`config.mk`:
```
export PLATFORM = sky130hd
export DESIGN_NAME = regfile_scoreboard
export DESIGN_NICKNAME = d
export VERILOG_FILES = /design/src/rtl/regfile_scoreboard.sv
export SDC_FILE = /design/constraint.sdc
export NUM_CORES = 2
export LEC_CHECK = 0
export CORE_UTILIZATION = 49
export CTS_CLUSTER_SIZE = 14
export DETAILED_ROUTE_END_ITERATION = 10
export DONT_BUFFER_PORTS = 1
export PLACE_DENSITY = 0.71
export SLEW_MARGIN = 30
export SYNTH_ARGS = -nofsm -noshare
export SYNTH_HDL_FRONTEND = slang
export SYNTH_SLANG_ARGS = --single-unit
```
`constraint.sdc`:
```
create_clock -name clk -period 2.1 [get_ports clk]
set_input_delay 0.21 -clock clk [delete_from_list [all_inputs] [get_ports clk]]
set_output_delay 0.21 -clock clk [all_outputs]
set_load 0.02 [all_outputs]
```
`src/rtl/regfile_scoreboard.sv`:
```
// Parametrised integer register file with N read ports, write-through bypass,
// per-register pending-write scoreboard and a background clear sequencer.
module regfile_scoreboard #(
    parameter int XLEN     = 32,
    parameter int NREGS    = 32,
    parameter int NRD      = 2,
    parameter int ZERO_REG = 1,
    parameter int BYPASS   = 1,
    parameter int READ_REG = 0,
    localparam int AW      = $clog2(NREGS)
) (
    input  logic                clk,
    input  logic                resetn,
    input  logic [NRD*AW-1:0]   rd_addr,
    output logic [NRD*XLEN-1:0] rd_data,
    output logic [NRD-1:0]      rd_busy,
    input  logic                wr_en,
    input  logic [AW-1:0]       wr_addr,
    input  logic [XLEN-1:0]     wr_data,
    input  logic                rsv_en,
    input  logic [AW-1:0]       rsv_addr,
    input  logic                clr_req,
    output logic                clr_busy,
    output logic                clr_done
);

    // state    | meaning
    // ST_IDLE  | normal operation, writes/reservations/clear requests accepted
    // ST_CLEAR | scrubbing regs[idx] and sb[idx], one register per cycle
    // ST_DONE  | single cycle announcing completion via clr_done
    typedef enum logic [1:0] {
        ST_IDLE  = 2'd0,
        ST_CLEAR = 2'd1,
        ST_DONE  = 2'd2
    } state_t;

    localparam logic [AW:0]   REG_LIM  = (AW+1)'(NREGS);
    localparam logic [AW-1:0] LAST_IDX = AW'(NREGS - 1);

    state_t            state_q, state_d;
    logic [AW-1:0]     idx_q, idx_d;
    logic [XLEN-1:0]   regs_q [NREGS];
    logic [XLEN-1:0]   regs_d [NREGS];
    logic [NREGS-1:0]  sb_q, sb_d;

    logic              idle;
    logic              wr_eff;
    logic              rsv_eff;
    logic [NRD*XLEN-1:0] rd_comb;

    // Register 0 (when hardwired) and out-of-range addresses behave as absent.
    function automatic logic addr_live(input logic [AW-1:0] a);
        return ({1'b0, a} < REG_LIM) && !((ZERO_REG != 0) && (a == '0));
    endfunction

    assign idle    = (state_q == ST_IDLE);
    assign wr_eff  = idle && wr_en && addr_live(wr_addr);
    assign rsv_eff = idle && rsv_en && addr_live(rsv_addr);

    always_comb begin
        state_d = state_q;
        idx_d   = idx_q;
        unique case (state_q)
            ST_IDLE: begin
                if (clr_req) begin
                    state_d = ST_CLEAR;
                    idx_d   = '0;
                end
            end
            ST_CLEAR: begin
                idx_d = idx_q + AW'(1);
                if (idx_q == LAST_IDX) begin
                    state_d = ST_DONE;
                end
            end
            ST_DONE: begin
                state_d = ST_IDLE;
            end
            default: begin
                state_d = ST_IDLE;
            end
        endcase
    end

    assign clr_busy = (state_q == ST_CLEAR);
    assign clr_done = (state_q == ST_DONE);

    // Reservation is applied after the write so a same-cycle new producer wins.
    always_comb begin
        regs_d = regs_q;
        sb_d   = sb_q;
        if (wr_eff) begin
            regs_d[wr_addr] = wr_data;
            sb_d[wr_addr]   = 1'b0;
        end
        if (rsv_eff) begin
            sb_d[rsv_addr] = 1'b1;
        end
        if (state_q == ST_CLEAR) begin
            regs_d[idx_q] = '0;
            sb_d[idx_q]   = 1'b0;
        end
    end

    always_ff @(posedge clk) begin
        if (!resetn) begin
            state_q <= ST_IDLE;
            idx_q   <= '0;
            sb_q    <= '0;
            for (int k = 0; k < NREGS; k++) begin
                regs_q[k] <= '0;
            end
        end else begin
            state_q <= state_d;
            idx_q   <= idx_d;
            sb_q    <= sb_d;
            for (int k = 0; k < NREGS; k++) begin
                regs_q[k] <= regs_d[k];
            end
        end
    end

    // wr_eff already excludes CLEAR/DONE, so bypass is naturally off while scrubbing.
    always_comb begin
        logic [AW-1:0] ra;
        rd_comb = '0;
        rd_busy = '0;
        for (int i = 0; i < NRD; i++) begin
            ra = rd_addr[i*AW +: AW];
            if (addr_live(ra)) begin
                rd_comb[i*XLEN +: XLEN] = regs_q[ra];
                rd_busy[i]              = sb_q[ra];
                if ((BYPASS != 0) && wr_eff && (wr_addr == ra)) begin
                    rd_comb[i*XLEN +: XLEN] = wr_data;
                    rd_busy[i]              = 1'b0;
                end
            end
        end
    end

    if (READ_REG != 0) begin : g_rd_reg
        logic [NRD*XLEN-1:0] rd_data_q, rd_data_d;

        always_comb begin
            rd_data_d = rd_comb;
        end

        always_ff @(posedge clk) begin
            if (!resetn) begin
                rd_data_q <= '0;
            end else begin
                rd_data_q <= rd_data_d;
            end
        end

        assign rd_data = rd_data_q;
    end else begin : g_rd_comb
        assign rd_data = rd_comb;
    end

endmodule

```
==> impl_metrics.json <==
{
  "status": "complete, but fails checks",
  "failed_checks": "DRC, slew limit, setup timing",
  "main_area_contributors_after_synthesis": "sky130_fd_sc_hd__dfxtp_1, sky130_fd_sc_hd__mux4_2, sky130_fd_sc_hd__nand2_1",
  "routabilityCongestion": 0.978,
  "final.setup_skew_ns": 0.0229,
  "routed_wirelength_um": 240000,
  "syn_inst": 6263,
  "place.detailed.hpwl_um": 137000,
  "rsz0062_at_grt": "yes",
  "finalWorstPathRequiredPeriod_ns": 3.38,
  "drc": 2,
  "yosys.cell_types.count": 66,
  "die_area_mm2": 0.113,
  "yosysTopAreaCellShare_pct": 38.8,
  "most_used_flip_flop_cell_after_synthesis": "sky130_fd_sc_hd__dfxtp_1",
  "cp_data_arrival_time_ns": 3.17,
  "floorplan.initialDensity_pct": 49.5,
  "category_of_the_most_critical_setup_path": "in2out",
  "class_of_the_tightest_hold_or_removal_check": "in2reg",
  "area.growth.synth_to_final_pct": 21.5,
  "total_leakage_power_nw": 22.3,
  "combPwrFrac_pct": 9.2,
  "worst_slack_ns": -1.28,
  "grt_pass1_vias": 51700,
  "layout-drive-gt1-share_pct": 24.0,
  "clock.fmax_mhz": 295,
  "total_power_mw": 46.1,
  "die_height_um": 337,
  "num_vias": 54500,
  "num_rows": 122,
  "max_cap_viols": 0,
  "combinational_family_with_the_most_area_after_synthesis": "multiplexers",
  "power.ir.vdd_worst_uv": 680,
  "worstReg2RegStart": "state_q[1]",
  "hp-start": "wr_addr[1]",
  "worst-endpoint-required_ns": 1.89,
  "post-synth-top-count-cell": "sky130_fd_sc_hd__nand2_1",
  "yosys.area_share.adder_pct": 0.114,
  "synth_seq_cells": 1063,
  "synth_enable_flop_cells": 0,
  "clock_insertion_delay_worst_skew_ns": 0.74,
  "antenna_left": 0,
  "yosys-top-cells-count": "sky130_fd_sc_hd__nand2_1, sky130_fd_sc_hd__dfxtp_1, sky130_fd_sc_hd__a21oi_1",
  "place.port_buffers": 0,
  "grt_residual_overflow": 0,
  "timing_hold_violations_final": 0,
  "root_buffer": "sky130_fd_sc_hd__clkbuf_16",
  "critPathLaunchType": "primary input",
  "average_cell_area_after_synthesis_um2": 8.77,
  "total_placed_cells_including_tap_cells": 7598,
  "postSynthNetCount": 6325,
  "yosys.area_share.xor_xnor_pct": 0.160,
  "slew_viol_final": 68,
  "dieWidth_um": 337,
  "gr-usage-all-layers_pct": 41.1,
  "net-switching-power_mw": 11.5,
  "timing.critical_path.fanout_max": 285,
  "wl_per_cell_um": 30.3,
  "final_cells": 7924,
  "compound_cell_area_share_of_the_yosys_netlist_pct": 15.0,
  "post-route-period-util_pct": 161,
  "grt_first_pass_wirelength_um": 343000,
  "intPower_mw": 34.6,
  "cts_tree": "done",
  "clock_slew_seen_by_the_registers_of_the_worst_setup_and_hold_paths_ns": 0.06,
  "synth_simple_gate_area_share_pct": 18.0,
  "grt_antenna_before_repair": 17,
  "global_route.peak_usage_layer": "met2",
  "netSwitchingFraction_pct": 25.0,
  "pin_count_of_the_biggest_net_entering_global_routing": 286,
  "htree_levels": 3,
  "worstHoldEndpoint": "sb_q[26]",
  "crit-reg2reg-capture": "regs_q[170]",
  "worst-slew-pin-transition_ns": 1.68,
  "met1_usage_pct": 48.9,
  "synth_cell_area_mm2": 0.0549,
  "cts_bufs_inserted": 111,
  "numClockSinks": 1063,
  "tns_ns": -60.79,
  "synth.yosys.seq_area_share_pct": 38.8,
  "synth.largest_area_cell": "sky130_fd_sc_hd__dfxtp_1",
  "holdPathStages": 5,
  "synth_mux_area_share_pct": 22.5,
  "core_region_area_mm2": 0.111,
  "setup-violations-final": 71,
  "reg2reg_setup_slack_ns": -0.03,
  "first_pass_iters": 11,
  "worstRegToRegCells": 7,
  "io-pin-count": 125,
  "fill_cells": 8932,
  "asyncSetResetFlopFracSynth_pct": 0,
  "place_worst_setup_slack_ns": -0.476,
  "worst_slew_margin_rel_pct": -11.8,
  "met3_layer_usage_reported_by_global_route_pct": 16.7,
  "cts_max_path_buffers": 3,
  "grt_util_met2_pct": 57.8,
  "yosys_warnings": 0,
  "vias_per_cell": 6.88,
  "share_clk_of_total_power_pct": 46.6,
  "initialDrtViolationCount": 9958,
  "layout_net_count": 6387,
  "power_density_mw_per_mm2": 691,
  "proportion_of_power_drawn_by_flip_flops_and_latches_pct": 44.2,
  "critPathCaptureType": "output pin"
}
-- cell families (layout without fill, tap and decap cells) --
kind of cell,Yosys count,count (layout)
other cells,0,15
buf+inv,641,799
fa+ha+maj,5,5
flops,1063,1063
mux,639,639
compound gates,1450,1450
xor+xnor,10,10
simple gates,2455,2455
-- cell type report --
cell class | instances | area, µm² | area share [%]
tap | 1488 | 1860 | 2.79
antenna | 15 | 37.5 | 0.0563
sequential | 1063 | 21300 | 31.9
timing repair buffer | 585 | 7030 | 10.5
multi-input combinational | 4559 | 32500 | 48.7
inverter | 5 | 18.8 | 0.0281
clock inverter | 40 | 602 | 0.902
clock buffer | 169 | 3340 | 5.01
-- power groups by stage --
stage / Clock (mW) / Sequential, mW / Combinational (mW)
6_report: 21.5 / 20.4 / 4.26
5_1_grt: 22.3 / 20.4 / 4.23
4_1_cts: 21.4 / 20.4 / 3.92
3_5_place_dp: 0 / 20.8 / 3.07
3_3_place_gp: 0 / 20.8 / 3.05
2_1_floorplan: 0 / 20.8 / 2.53
-- cell usage in the layout (no fill, tap or decap), drive strengths merged, types with 6 or more instances in the layout --
master,Yosys,final
nand2,2070,2070
and2,39,39
mux2i,123,123
or4,9,9
a22oi,157,157
dfxtp,1063,1063
a21oi,1036,1036
nor2b,50,50
a21o,11,11
o21ai,61,61
a211o,8,8
xor2,6,6
a2111oi,10,10
dlygate4sd3,0,47
bufinv,0,13
clkbuf,393,172
nor3,41,41
mux2,45,45
o211a,9,9
nor3b,8,8
a211oi,11,11
a221o,14,14
nand2b,20,20
inv,5,10
buf,243,535
a31oi,16,16
diode,0,15
nor2,160,160
mux4,471,471
nand3b,9,9
a22o,23,23
o22ai,52,52
a221oi,17,17
nand3,23,23
clkinv,0,21
o221ai,9,9
-- worst max-delay path by stage --
stage | from | to | slack [ns]
after floorplan | rd_addr[5] | rd_busy[1] | -0.12
after global placement | rd_addr[5] | rd_data[49] | -0.42
after detailed placement | rd_addr[5] | rd_data[62] | -0.48
after CTS | state_q[0] | rd_data[63] | -0.82
after global routing | state_q[1] | rd_data[7] | -0.91
final | rd_addr[5] | rd_data[38] | -1.28
-- registers in the layout (all words and copies together), names as in the netlist --
register  count
regs_q     1024
idx_q         5
sb_q         32
state_q       2
-- layer usage --
metal  part of all wire (%)  vias up
met1                     33    25900
met5                  0.080        -
met2                     41     5100
li1                       -    22100
met3                     16     1331
met4                    9.6       12
-- critical path: stages --
cell,delay [ns]
sky130_fd_sc_hd__mux4_2,0.99
sky130_fd_sc_hd__mux2i_2,0.30
sky130_fd_sc_hd__buf_4,0.18
sky130_fd_sc_hd__mux2i_2,0.20
sky130_fd_sc_hd__a22oi_2,0.35
sky130_fd_sc_hd__a21oi_2,0.08
sky130_fd_sc_hd__buf_4,0.16
-- per-stage QoR --
| stage | utilization [%] | cell area, µm² | hold slack (ns) |
|---|---|---|---|
| 2_1_floorplan | - | 55100 | 0.422 |
| 3_3_place_gp | 53.8 | 59600 | 0.351 |
| 3_5_place_dp | 53.8 | 59600 | 0.357 |
| 4_1_cts | 59.8 | 66200 | 0.0106 |
| 5_1_grt | 60.2 | 66700 | 0.0365 |
| 6_report | 60.2 | 66700 | 0.0367 |
-- what timing repair did --
item / 4_1_cts / 5_1_grt
endpoints found under the setup margin: 170 / 257
gates resized for setup: 316 / 71
endpoints found under the hold margin: 1030 / 0
pin swaps: 55 / 17
hold buffers: 81 / 0
buffers inserted: 17 / 3
gates cloned: 5 / 5
(Power assumes the default switching activity.)
